## src/rtl/rout_uart_tx_pkg.sv

```systemverilog
// Shared definitions for the routa serial transmitter.
// FSM encoding and default bit timing.
package rout_uart_tx_pkg;

  localparam int unsigned DEF_CLKS_PER_BIT = 4;
  localparam int unsigned WORD_W           = 16;

  typedef enum logic [1:0] {
    ST_IDLE  = 2'd0,
    ST_START = 2'd1,
    ST_DATA  = 2'd2,
    ST_STOP  = 2'd3
  } tx_state_e;

endpackage

```

## src/rtl/rout_fifo.sv

```systemverilog
// Word buffer between the routa port and the shifter.
// Full/empty reflect pre-edge occupancy only.
module rout_fifo #(
  parameter int unsigned DEPTH = 2,
  parameter int unsigned WIDTH = 16
) (
  input  logic             clk,
  input  logic             reset,
  input  logic             push,
  input  logic [WIDTH-1:0] push_data,
  input  logic             pop,
  output logic [WIDTH-1:0] pop_data,
  output logic             full,
  output logic             empty
);

  localparam int unsigned AW =
    (DEPTH > 1) ? $clog2(DEPTH) : 1;
  localparam logic [AW:0] FULL_CNT =
    (AW+1)'(DEPTH);
  localparam logic [AW-1:0] LAST_PTR =
    AW'(DEPTH - 1);

  logic [WIDTH-1:0] mem_q [DEPTH];
  logic [AW-1:0]    wr_ptr_q, wr_ptr_d;
  logic [AW-1:0]    rd_ptr_q, rd_ptr_d;
  logic [AW:0]      count_q, count_d;
  logic             do_push, do_pop;

  assign full     = (count_q == FULL_CNT);
  assign empty    = (count_q == '0);
  assign do_push  = push && !full;
  assign do_pop   = pop && !empty;
  assign pop_data = mem_q[rd_ptr_q];

  // Pointer and occupancy updates; pointers wrap at DEPTH.
  always_comb begin
    wr_ptr_d = wr_ptr_q;
    rd_ptr_d = rd_ptr_q;
    count_d  = count_q;
    if (do_push) begin
      wr_ptr_d = (wr_ptr_q == LAST_PTR) ?
        '0 : wr_ptr_q + 1'b1;
    end
    if (do_pop) begin
      rd_ptr_d = (rd_ptr_q == LAST_PTR) ?
        '0 : rd_ptr_q + 1'b1;
    end
    unique case ({do_push, do_pop})
      2'b10:   count_d = count_q + 1'b1;
      2'b01:   count_d = count_q - 1'b1;
      default: count_d = count_q;
    endcase
  end

  // Control state register.
  always_ff @(posedge clk or posedge reset) begin
    if (reset) begin
      wr_ptr_q <= '0;
      rd_ptr_q <= '0;
      count_q  <= '0;
    end else begin
      wr_ptr_q <= wr_ptr_d;
      rd_ptr_q <= rd_ptr_d;
      count_q  <= count_d;
    end
  end

  // Storage needs no reset; occupancy guards reads.
  always_ff @(posedge clk) begin
    if (do_push) begin
      mem_q[wr_ptr_q] <= push_data;
    end
  end

endmodule

```

## src/rtl/rout_uart_tx.sv

```systemverilog
// Serialises 16-bit routa words as two 8N1 bytes,
// high byte first, with a small input FIFO.
module rout_uart_tx
  import rout_uart_tx_pkg::*;
#(
  parameter int unsigned CLKS_PER_BIT = DEF_CLKS_PER_BIT,
  parameter int unsigned FIFO_DEPTH   = 2
) (
  input  logic              clk,
  input  logic              reset,
  input  logic [WORD_W-1:0] in_data,
  input  logic              in_valid,
  output logic              in_ready,
  output logic              tx,
  output logic              busy,
  output logic [7:0]        word_count
);

  localparam logic [7:0] LAST_TICK =
    8'(CLKS_PER_BIT - 1);

  tx_state_e         state_q, state_d;
  logic [7:0]        cnt_q, cnt_d;
  logic [2:0]        bit_idx_q, bit_idx_d;
  logic              hi_sel_q, hi_sel_d;
  logic [WORD_W-1:0] shift_q, shift_d;
  logic [7:0]        wcnt_q, wcnt_d;

  logic              fifo_pop;
  logic              fifo_full;
  logic              fifo_empty;
  logic [WORD_W-1:0] fifo_data;
  logic [7:0]        cur_byte;
  logic              tick;
  logic              tx_bit;

  rout_fifo #(
    .DEPTH (FIFO_DEPTH),
    .WIDTH (WORD_W)
  ) u_fifo (
    .clk       (clk),
    .reset     (reset),
    .push      (in_valid),
    .push_data (in_data),
    .pop       (fifo_pop),
    .pop_data  (fifo_data),
    .full      (fifo_full),
    .empty     (fifo_empty)
  );

  assign tick     = (cnt_q == LAST_TICK);
  assign cur_byte = hi_sel_q ?
    shift_q[15:8] : shift_q[7:0];

  assign in_ready   = !fifo_full;
  assign tx         = tx_bit;
  assign busy       = (state_q != ST_IDLE) || !fifo_empty;
  assign word_count = wcnt_q;

  // Next-state, line level and FIFO pop for the framer.
  always_comb begin
    state_d   = state_q;
    cnt_d     = cnt_q;
    bit_idx_d = bit_idx_q;
    hi_sel_d  = hi_sel_q;
    shift_d   = shift_q;
    wcnt_d    = wcnt_q;
    fifo_pop  = 1'b0;
    tx_bit    = 1'b1;
    unique case (state_q)
      ST_IDLE: begin
        if (!fifo_empty) begin
          fifo_pop  = 1'b1;
          shift_d   = fifo_data;
          hi_sel_d  = 1'b1;
          cnt_d     = '0;
          bit_idx_d = '0;
          state_d   = ST_START;
        end
      end
      ST_START: begin
        tx_bit = 1'b0;
        if (tick) begin
          cnt_d     = '0;
          bit_idx_d = '0;
          state_d   = ST_DATA;
        end else begin
          cnt_d = cnt_q + 8'd1;
        end
      end
      ST_DATA: begin
        tx_bit = cur_byte[bit_idx_q];
        if (tick) begin
          cnt_d = '0;
          if (bit_idx_q == 3'd7) begin
            state_d = ST_STOP;
          end else begin
            bit_idx_d = bit_idx_q + 3'd1;
          end
        end else begin
          cnt_d = cnt_q + 8'd1;
        end
      end
      ST_STOP: begin
        tx_bit = 1'b1;
        if (tick) begin
          cnt_d     = '0;
          bit_idx_d = '0;
          if (hi_sel_q) begin
            hi_sel_d = 1'b0;
            state_d  = ST_START;
          end else begin
            wcnt_d = wcnt_q + 8'd1;
            if (!fifo_empty) begin
              fifo_pop = 1'b1;
              shift_d  = fifo_data;
              hi_sel_d = 1'b1;
              state_d  = ST_START;
            end else begin
              state_d = ST_IDLE;
            end
          end
        end else begin
          cnt_d = cnt_q + 8'd1;
        end
      end
    endcase
  end

  // Framer state; reset abandons any word in flight.
  always_ff @(posedge clk or posedge reset) begin
    if (reset) begin
      state_q   <= ST_IDLE;
      cnt_q     <= '0;
      bit_idx_q <= '0;
      hi_sel_q  <= 1'b0;
      shift_q   <= '0;
      wcnt_q    <= '0;
    end else begin
      state_q   <= state_d;
      cnt_q     <= cnt_d;
      bit_idx_q <= bit_idx_d;
      hi_sel_q  <= hi_sel_d;
      shift_q   <= shift_d;
      wcnt_q    <= wcnt_d;
    end
  end

endmodule

```

## config.mk

```make
export PLATFORM = sky130hd
export DESIGN_NAME = rout_uart_tx
export DESIGN_NICKNAME = d
export VERILOG_FILES = /design/src/rtl/rout_uart_tx_pkg.sv /design/src/rtl/rout_fifo.sv /design/src/rtl/rout_uart_tx.sv
export SDC_FILE = /design/constraint.sdc
export NUM_CORES = 1
export LEC_CHECK = 0
export CAP_MARGIN = 10
export CORE_MARGIN = 4
export CORE_UTILIZATION = 50
export DETAILED_ROUTE_END_ITERATION = 16
export GPL_ROUTABILITY_DRIVEN = 0
export HOLD_SLACK_MARGIN = 0.1
export PLACE_DENSITY = 0.8
export SYNTH_ARGS = -nofsm -noshare
export SYNTH_HDL_FRONTEND = slang
export SYNTH_SLANG_ARGS = --single-unit
```

## constraint.sdc

```tcl
create_clock -name clk -period 5.8 [get_ports clk]
set_clock_uncertainty 0.2 [all_clocks]
set_input_delay 0.87 -clock clk [delete_from_list [all_inputs] [get_ports clk]]
set_output_delay 0.87 -clock clk [all_outputs]
set_load 0.01 [all_outputs]
```

### Word level (Yosys, flattened, before mapping)

Memory sizes are Yosys's and may differ from the RTL's.
Index checks and enable logic that the tools add are counted.

| storage, ports and cells | value |
|---|---|
| word-level logic and storage cells | 88 |
| memory bits (writable) | 32 |
| memories kept | 1 |
| flip-flop bits (word level) | 42 |
| output and inout port bits | 11 |
| input port bits | 19 |

| operators by class | value |
|---|---|
| magnitude comparators | 1 |
| add/sub/neg operators | 7 |
| bitwise operators | 1 |
| eq/ne operators | 16 |
| reductions and logical operators | 17 |
| muxes and demuxes | 36 |

Memories:

| name | words | bits a word | rd ports | clocked after Yosys merged registers in | wr ports | line | RTL |
|---|---|---|---|---|---|---|---|
| u_fifo.mem_q | 2 | 16 | 1 | 0 | 1 | rout_fifo.sv:24 | `logic [WIDTH-1:0] mem_q [DEPTH];` |

Operators with widths:

| kind | count |
|---|---|
| 16-bit two-way mux | 3 |
| 16-bit case mux with 2 select lines | 1 |
| 8-bit two-way mux | 3 |
| 8-bit by 1-bit adder with 8-bit output, second input constant | 2 |
| 8-bit case mux with 2 select lines | 1 |
| 2-bit inequality test, second input constant | 7 |
| 1-bit two-way mux | 12 |
| 3-bit two-way mux | 4 |
| 2-bit two-way mux | 5 |
| 3-bit case mux with 3 select lines | 1 |
| 3-bit AND reduction | 3 |
| 2-bit == test, second input constant | 4 |
| 8-bit by 2-bit == test with 1-bit output, second input constant | 1 |
| 2-bit case mux with 4 select lines | 1 |
| 1-bit case mux with 2 select lines | 3 |
| 2-bit nonzero test | 3 |
| 5-bit AND reduction | 1 |
| 2-bit by 1-bit == test with 1-bit output, second input constant | 2 |
| 2-bit zero test | 2 |
| 3-bit by 4-bit < comparator with 1-bit output, second input constant | 1 |
| 2-bit case mux with 2 select lines | 1 |
| 4-bit AND reduction | 1 |
| 3-bit by 1-bit adder with 3-bit output, second input constant | 1 |
| 1-bit binary-select mux with 3-bit select | 1 |
| other kinds (11) | 14 |

### Depth between registers and ports, before layout

| logic depth | value |
|---|---|
| depth after elaboration | 8 |
| gate-level depth with buffers | 9 |
| gate-level depth less buffers | 8 |

### Cells and area by module

From an unflattened synthesis, not the netlist that was laid out.

| unflattened totals | value |
|---|---|
| cells, all modules | 234 |
| area, all modules | 3424.5 um2 |

By module, submodules not included:

| module | times used | area each (um2) | cells each | sequential area each (um2) |
|---|---|---|---|---|
| rout_uart_tx | 1 | 2018.2 | 165 | 950.9 |
| rout_fifo | 1 | 1406.3 | 69 | 1061.0 |

### Worst setup path before layout

No wires, ideal clock.

| path | value |
|---|---|
| kind | flip-flop to output port |
| from | reg hi_sel_q |
| to | out tx |
| buffers on the path | 1 |
| required time | 4730 ps |
| cell stages (with the launch flop) | 5 |
| arrival | 1522 ps |
| path slack | 3208 ps |
| cell sequence | dfrtp_1 -> clkbuf_1 -> mux4_2 -> o2111ai_1 -> o211ai_1 |

| between the ends | value |
|---|---|
| longest elaborated chain between the ends | 4 |

RTL lines:

| item | line | RTL |
|---|---|---|
| from (decl) | rout_uart_tx.sv:25 | `logic hi_sel_q, hi_sel_d;` |
| from (signal assigned) | rout_uart_tx.sv:143 | `hi_sel_q <= hi_sel_d;` |
| 8-bit two-way mux | rout_uart_tx.sv:52 | `assign cur_byte = hi_sel_q ?` |
| 1-bit binary-select mux with 3-bit select | rout_uart_tx.sv:92 | `tx_bit = cur_byte[bit_idx_q];` |
| 1-bit two-way mux (implied by the code) | rout_uart_tx.sv:92 |  |
| 1-bit case mux with 2 select lines | rout_uart_tx.sv:70 | `unique case (state_q)` |
| to (decl) | rout_uart_tx.sv:14 | `output logic tx,` |

Every way passes these cells. The select of a mux whose other input is x is not followed.

### Worst setup path after layout

| path | value |
|---|---|
| from | reg state_q[0] |
| to | out busy |

| between the ends | value |
|---|---|
| longest elaborated chain between the ends | 2 |

RTL lines:

| item | line | RTL |
|---|---|---|
| from (decl) | rout_uart_tx.sv:22 | `tx_state_e state_q, state_d;` |
| from (signal assigned) | rout_uart_tx.sv:140 | `state_q <= state_d;` |
| 2-bit nonzero test | rout_uart_tx.sv:57 | `assign busy = (state_q != ST_IDLE) \|\| !fifo_empty;` |
| 1-bit logical OR | rout_uart_tx.sv:57 |  |
| to (decl) | rout_uart_tx.sv:15 | `output logic busy,` |

Every way passes these cells.

==> impl_metrics.tcl <==
set metrics [dict create \
    run_status "finished clean" \
    critPathArrivalTime_ps 2620 \
    worst_path_largest_cell_delay_ps 770 \
    yosysSeqAreaShare 0.5989 \
    min_from "word_count[7]" \
    worstSetupStartpointType "register" \
    post_drt_via_cell_ratio 5.690 \
    drt-total-wl_um 5588 \
    wire_length_of_the_first_global_routing_pass_um 9273 \
    gr-usage-all-layers 0.1445 \
    tritoncts.num_buffers 9 \
    type_of_destination_of_the_critical_path "output port" \
    synth_largest_area_cell "dfrtp_1" \
    met2RoutedLength_um 2895 \
    total_of_flip_flops_plus_latches_after_synthesis 74 \
    design.final.nets 292 \
    antenna_found_initial 0 \
    vias 1963 \
    setup_violators_final 0 \
    yosysTopAreaCellShare 0.3128 \
    timing.rr.end "cnt_q[1]" \
    iteration_0_drc_count_of_the_detailed_router 66 \
    ctsHtreeMaxLevel 3 \
    fin_area_mm2 0.003909 \
    synth_top_cells_by_area "dfrtp_1 31%, edfxtp_1 29%, mux2_2 8.4%" \
    dp_hpwl_um 3702 \
    cts-root-to-sink-buffers 2 \
    chipHeight_um 89.97 \
    worst_skew_pair.late_latency_ps 340 \
    final.min_clock_period_ps 3688 \
    synth.net_count 260 \
    ant_nets 0 \
    worst-path-max-fanout 18 \
    fmaxAchievable_mhz 271.2 \
    maxSlewViolCount 0 \
    powerDensity_mw_per_mm2 502.8 \
    post_synth_instance_area_mm2 0.003359 \
    cap_viol_max_count 0 \
    grt_start_max_net_pins 43 \
    crit_slowest_cell "nor3b_2" \
    syn-mean-instance-area_um2 14.54 \
    most_common_cell_type_on_the_critical_path "inv_1" \
    layout_worst_path_cycle_share 0.6359 \
    static_leakage_nw 1.592 \
    routedWlPerCell_um 16.20 \
    ios 30 \
    post_cts_buffers 0 \
    r2r_slack_ps 3280 \
    setup.worst_path.class "register to output port" \
    quantity_of_hold_fixing_buffers_added_after_cts 0 \
    p_comb_frac 0.362 \
    min_path_type "register to register" \
    post_route_cells_drive_above_1_share 0.2201 \
    via_count_of_the_first_global_routing_pass 1989 \
    synth-warning-count 0 \
    floorplan.initialDensity 0.5231 \
    intPower_w 0.001334 \
    critPathLaunch "state_q[0]" \
    final_setup_slack_of_the_worst_path_ps 2112 \
    synth.lib_cells_used.distinct 49 \
    timing.rr.start "state_q[0]" \
    num-fill-cells 510 \
    dpl_worst_slack_ps 2486 \
    synth_top_flop_cell "dfrtp_1" \
    synth-edff-count 32 \
    placed_cell_area_mm2 0.003699 \
    diodes 0 \
    synthMostInstantiatedCell "dfrtp_1" \
    drt_pass1_iterations 4 \
    top_layer_used "met4" \
    crit_chain "inv_1, ha_1, nor3b_2, inv_1, clkdlybuf4s50_1" \
    cts_root_buf "clkbuf_8" \
    hold-path-endpoint "word_count[7]" \
    multiInputGateArea_mm2 0.001262 \
    data_required_time_of_the_critical_path_ps 4730 \
    tritoncts "done" \
    drc_errors 0 \
    power.sequential.fraction 0.430 \
    routed-wl-met3_um 278 \
    maxSlewHeadroom 0.3638 \
    core_area_mm2 0.006422 \
    m1WireLength_um 2352 \
    switching_share 0.3214 \
    hold_ws_ps 291.2 \
    asyncSetResetFlopFracSynth 0.5676 \
    hold_viol 0 \
    cts.reportedPaths.clkPinSlew_ps 70 \
    placement.io_buffers 29 \
    num_rows 29 \
    switching_power_w 0.0006317 \
    p_total_w 0.001965 \
    dieWidth_um 89.97 \
    sequential_cell_area_mm2 0.002012 \
    die_area_mm2 0.008095 \
    ctsResizeCount 0 \
    rsz0062_at_grt "false" \
    synth.cells.most_frequent "42 x dfrtp_1, 32 x edfxtp_1, 25 x mux2_2" \
    r2r_cells 6 \
    synthToLayoutAreaGrowth_pct 16.35 \
    timing.hold.worst_path_depth 1 \
    worst_slew_pin_slew_ps 950.1 \
    share_clk_of_total_power 0.208 \
    postSynthCellCount 231 \
    tns_ps 0 \
    global_route.overflow_total 0 \
    clock-sinks 74 \
    ir_drop_uv 326.7 \
]
[flip-flops by register name, summed over array words and instances (netlist names)]
name             flops
bit_idx_q            3
cnt_q                8
hi_sel_q             1
shift_q             16
state_q              2
u_fifo.count_q       2
u_fifo.mem_q        32
u_fifo.rd_ptr_q      1
u_fifo.wr_ptr_q      1
word_count           8
[layout by cell type, fill, tap and decap left out, types with 4 or more instances in the layout]
| cell type | count |
|---|---|
| inv_1 | 6 |
| clkdlybuf4s50_1 | 29 |
| nor3_1 | 4 |
| dfrtp_1 | 42 |
| edfxtp_1 | 32 |
| nand2_1 | 9 |
| ha_1 | 10 |
| xnor2_1 | 12 |
| nor2_1 | 12 |
| nand4_1 | 7 |
| clkbuf_8 | 10 |
| o31ai_1 | 4 |
| mux2_4 | 10 |
| mux2_2 | 25 |
| xor2_1 | 6 |
[worst max path at each step]
stage,endpoint,slack (ps)
floorplan,tx,3210
global placement,busy,2550
detailed placement,busy,2490
CTS,busy,2110
global route,busy,1940
finish,busy,2110
[through the flow]
step | std cells | utilization
after floorplan | 231 | -
after global placement | 329 | 0.5759
after detailed placement | 329 | 0.5759
after CTS | 345 | 0.6086
after global routing | 345 | 0.6086
final | 345 | 0.6086
[power groups by stage]
stage	Clock [W]	Combinational, W	Sequential [W]
final	0.000409	0.000711	0.000845
after global placement	0	0.000699	0.000847
after global routing	0.000449	0.000784	0.000865
after floorplan	0	0.000647	0.000787
after CTS	0.000421	0.000725	0.000847
after detailed placement	0	0.000718	0.000857
[kinds of logic after synthesis]
kind of cell | Yosys count | share of synthesized area
xor+xnor | 18 | 0.04693
flops | 74 | 0.5989
simple gates | 50 | 0.08715
buf+inv | 16 | 0.02532
fa+ha+maj | 10 | 0.03724
mux | 40 | 0.1508
compound gates | 23 | 0.05364
[area by class of cell]
class	instances	area share
Clock inverter	6	0.01857
Timing Repair Buffer	31	0.07811
Tap cell	77	0.02465
Clock buffer	10	0.03521
Inverter	6	0.005762
Multi-Input combinational cell	141	0.3230
Sequential cell	74	0.5147
[layer usage]
layer	track usage	vias to the layer above
met4	0.04592	0
met2	0.2500	39
met1	0.1693	989
li1	-	928
met5	0	-
met3	0.05008	7
[critical path: cells and delay by family (launching register included)]
kind | cells | cell delay [ps]
buf+inv | 3 | 910
simple gates | 1 | 770
flops | 1 | 420
fa+ha+maj | 1 | 180
Note: power is estimated with default switching activity, not from simulation.
